===== config.mk =====
export PLATFORM = sky130hd
export DESIGN_NAME = sat_counter
export DESIGN_NICKNAME = d
export VERILOG_FILES = /design/src/rtl/sat_counter.sv
export SDC_FILE = /design/constraint.sdc
export NUM_CORES = 1
export LEC_CHECK = 0
export CORE_UTILIZATION = 47
export DETAILED_ROUTE_END_ITERATION = 6
export DONT_BUFFER_PORTS = 1
export GPL_TIMING_DRIVEN = 1
export PLACE_DENSITY_LB_ADDON = 0.1
export SYNTH_ARGS = -nofsm -noshare
export SYNTH_HDL_FRONTEND = slang
export SYNTH_SLANG_ARGS = --single-unit

===== constraint.sdc =====
create_clock -name clk -period 2.28 [get_ports clk]
set_clock_uncertainty 0.1 [all_clocks]
set_input_delay 0.342 -clock clk [delete_from_list [all_inputs] [get_ports clk]]
set_output_delay 0.342 -clock clk [all_outputs]
set_load 0.03 [all_outputs]

===== src/rtl/sat_counter.sv =====
// Event counter with synchronous clear that either saturates at all-ones
// or wraps, selected by SATURATE.
module sat_counter #(
  parameter int W        = 20,
  parameter int SATURATE = 1
) (
  input  logic         clk,
  input  logic         reset,
  input  logic         clr,
  input  logic         inc,
  output logic [W-1:0] count
);

  always_ff @(posedge clk) begin
    if (!reset || clr) count <= '0;
    else if (inc && !((SATURATE != 0) && (&count))) count <= count + 1'b1;
  end

endmodule


==> metrics.cfg <==
[timing]
setup_violations = 0
tightest_slew_ps = 498
final-hold-violation-count = 0
postLayoutSetupSlackWorst_ps = 368
finalSetupTns_ps = 0
hold_slack_ps = 100
drv_slew = 0
relSlewSlack_pct = 66.5
fin_crit_sh_pct = 83.9
period_needed_ps = 1910
max_freq_mhz = 523
grt_setup_unrepaired = false

[worst_setup_path]
crit_buf_inv = 0
crit_family = simple AND/OR/NAND/NOR gates
setup.worst_path.start_class = register
worstSetupPathType = register to register
arrival_ps = 2030
slowest_delay_ps = 560
worst-path-max-fanout = 4
worstPathCellList = nand4_1 > or2_4 > nor3_2 > a31oi_1 > a211oi_1
required_ps = 2400
cp-end-kind = register
cpMaxStageDelayCell = dfxtp_1

[drt]
wl_per_cell_um = 13.8
wirelength_um = 2200
via_per_inst = 5.47
antenna_left = 0
drc = 0
vias = 875
drt_pre_antenna_iters = 4
drt-initial-drc-count = 18

[global_routing]
antenna_found_initial = 0
grt_pass1_wl_um = 3780
grt_max_degree = 19
grt_usage_pct = 20.6
grt_pass1_vias = 836
grt_overflow_total = 0

[power]
internal-power_mw = 0.454
p_sw_mw = 0.119
clkPwrFrac_pct = 35.6
combinationalPowerShare_pct = 3.1
netSwitchingFraction_pct = 20.8
p_leak_nw = 0.456
max-vdd-ir-drop_v = 0.000407
seq_power_share_pct = 61.3
power_per_cell_area_nw_per_um2 = 472
finalPower_mw = 0.573

[status]
status = finished clean

[synthesis]
synth.top_cell.area_share_pct = 39.3
yosysWarnings = 0
synth_seq_cells = 20
synth_largest_area_cell = dfxtp_1
synth_top_family_by_area = simple AND/OR/NAND/NOR gates
syn_area_um2 = 1020
synthSimpleGateAreaFrac_pct = 35.8
ys_seq_area_share_pct = 39.3
synth_compound_area_share_pct = 10.8
ys_types = 35
synth_mux_area_share_pct = 0
avgSynthCellArea_um2 = 9.02
synthTopCellsByArea = dfxtp_1 39%, nor2_1 6.3%, xor2_1 6.0%
synth-adder-area-share_pct = 1.23
synth_nets = 118
synth_xor_area_share_pct = 10.3
syn_inst = 113

[die]
num_io_pins = 24
fp.dieH_um = 48.6
core_area_um2 = 2000
start_util_pct = 50.9
die_w_um = 48.6
die-area_um2 = 2360
rows = 16

[clock_tree]
cts_buffers = 3
ctsHoldBuffers = 0
tritoncts = done
clock-root-buffer = clkbuf_4
cts_max_path_buffers = 2
clock-sinks = 20
postCtsSetupBuffers = 0
worstSkewPairLatency_ps = 300
path_clk_slew_ps = 110
cts_resized = 0
htreeDepth = 1

[layout]
final_common_cell = dfxtp_1
n_antenna_cell = 0
regMostFlops = count
final_cell_mix = 20 x dfxtp_1, 19 x buf_4, 17 x nor2_1
drive_gt1_share_pct = 27.1
area_growth_pct = 19.0
fin_area_um2 = 1210
reg_top3 = count x20
largest_register_ffs = 20
fin_nets = 139

[min_path]
hold_path_class = input pin to register

[place]
pre_cts_ws_ps = 403
gp_routability_congestion = 0.757
place_hpwl_um = 1630
place_area_um2 = 1180
place.port_buffers = 0

[job]
maxCapViolCount = 0

metal layers:
| layer | GRT usage (%) | part of all wire [%] | up-vias |
|---|---|---|---|
| li1 | - | - | 443 |
| met1 | 25.9 | 46 | 404 |
| met2 | 33.6 | 47 | 26 |
| met3 | 7.86 | 5.9 | 2 |
| met4 | 4.41 | 0.68 | 0 |
| met5 | 0 | 0 | - |
logic make-up (layout without fill, tap and decap cells):
logic type               Yosys count  after routing
AND/OR/NAND/NOR                   61             61
flip-flops                        20             20
AO/OA/AOI/OAI                     14             14
XOR/XNOR                          12             12
buffers and inverters              5             25
adder cells (fa/ha/maj)            1              1
final timing paths:
kind	from	cells past startpoint	end	slack (ps)
max	count[11]	5	count[18]	370
max reg2reg	count[11]	5	count[18]	370
min	inc	2	count[1]	100
min reg2reg	count[4]	3	count[5]	500
worst register-to-register path, stage by stage (launching register included):
cell and delay [ps]:
dfxtp_1 560, nand4_1 260, or2_4 320, nor3_2 250, a31oi_1 120, a211oi_1 230
through the flow:
stage / cells / util (%)
2_1_floorplan: 113 / -
3_3_place_gp: 156 / 58.8
3_5_place_dp: 156 / 58.8
4_1_cts: 160 / 60.6
5_1_grt: 160 / 60.6
6_report: 160 / 60.6
Yosys cell counts (all sizes together):
| master | number |
|---|---|
| a211oi | 1 |
| a21oi | 3 |
| a31oi | 1 |
| and3 | 4 |
| and4 | 1 |
| buf | 1 |
| clkbuf | 2 |
| dfxtp | 20 |
| ha | 1 |
| inv | 2 |
| nand2 | 7 |
| nand2b | 1 |
| nand3 | 7 |
| nand4 | 7 |
| nor2 | 17 |
| nor2b | 1 |
| nor3 | 5 |
| nor4 | 3 |
| nor4b | 1 |
| o211ai | 3 |
| o21ai | 6 |
| or2 | 1 |
| or3 | 5 |
| or4 | 1 |
| xnor2 | 5 |
| xor2 | 7 |
area by class of cell:
class                           count  area [µm²]
Fill cell                         182         788
Sequential cell                    20         400
Timing Repair Buffer               19         143
Inverter                            2        7.51
Clock buffer                        4        36.3
Tap cell                           27        33.8
Multi-Input combinational cell     88         593
power groups by stage:
stage / clock network, mW / logic [mW] / registers, mW
6_report: 0.204 / 0.0179 / 0.351
4_1_cts: 0.208 / 0.0181 / 0.351
2_1_floorplan: 0 / 0.00948 / 0.362
5_1_grt: 0.229 / 0.0199 / 0.352
3_3_place_gp: 0 / 0.0176 / 0.359
3_5_place_dp: 0 / 0.0181 / 0.359
No activity file was read; power rests on OpenSTA's default activity.
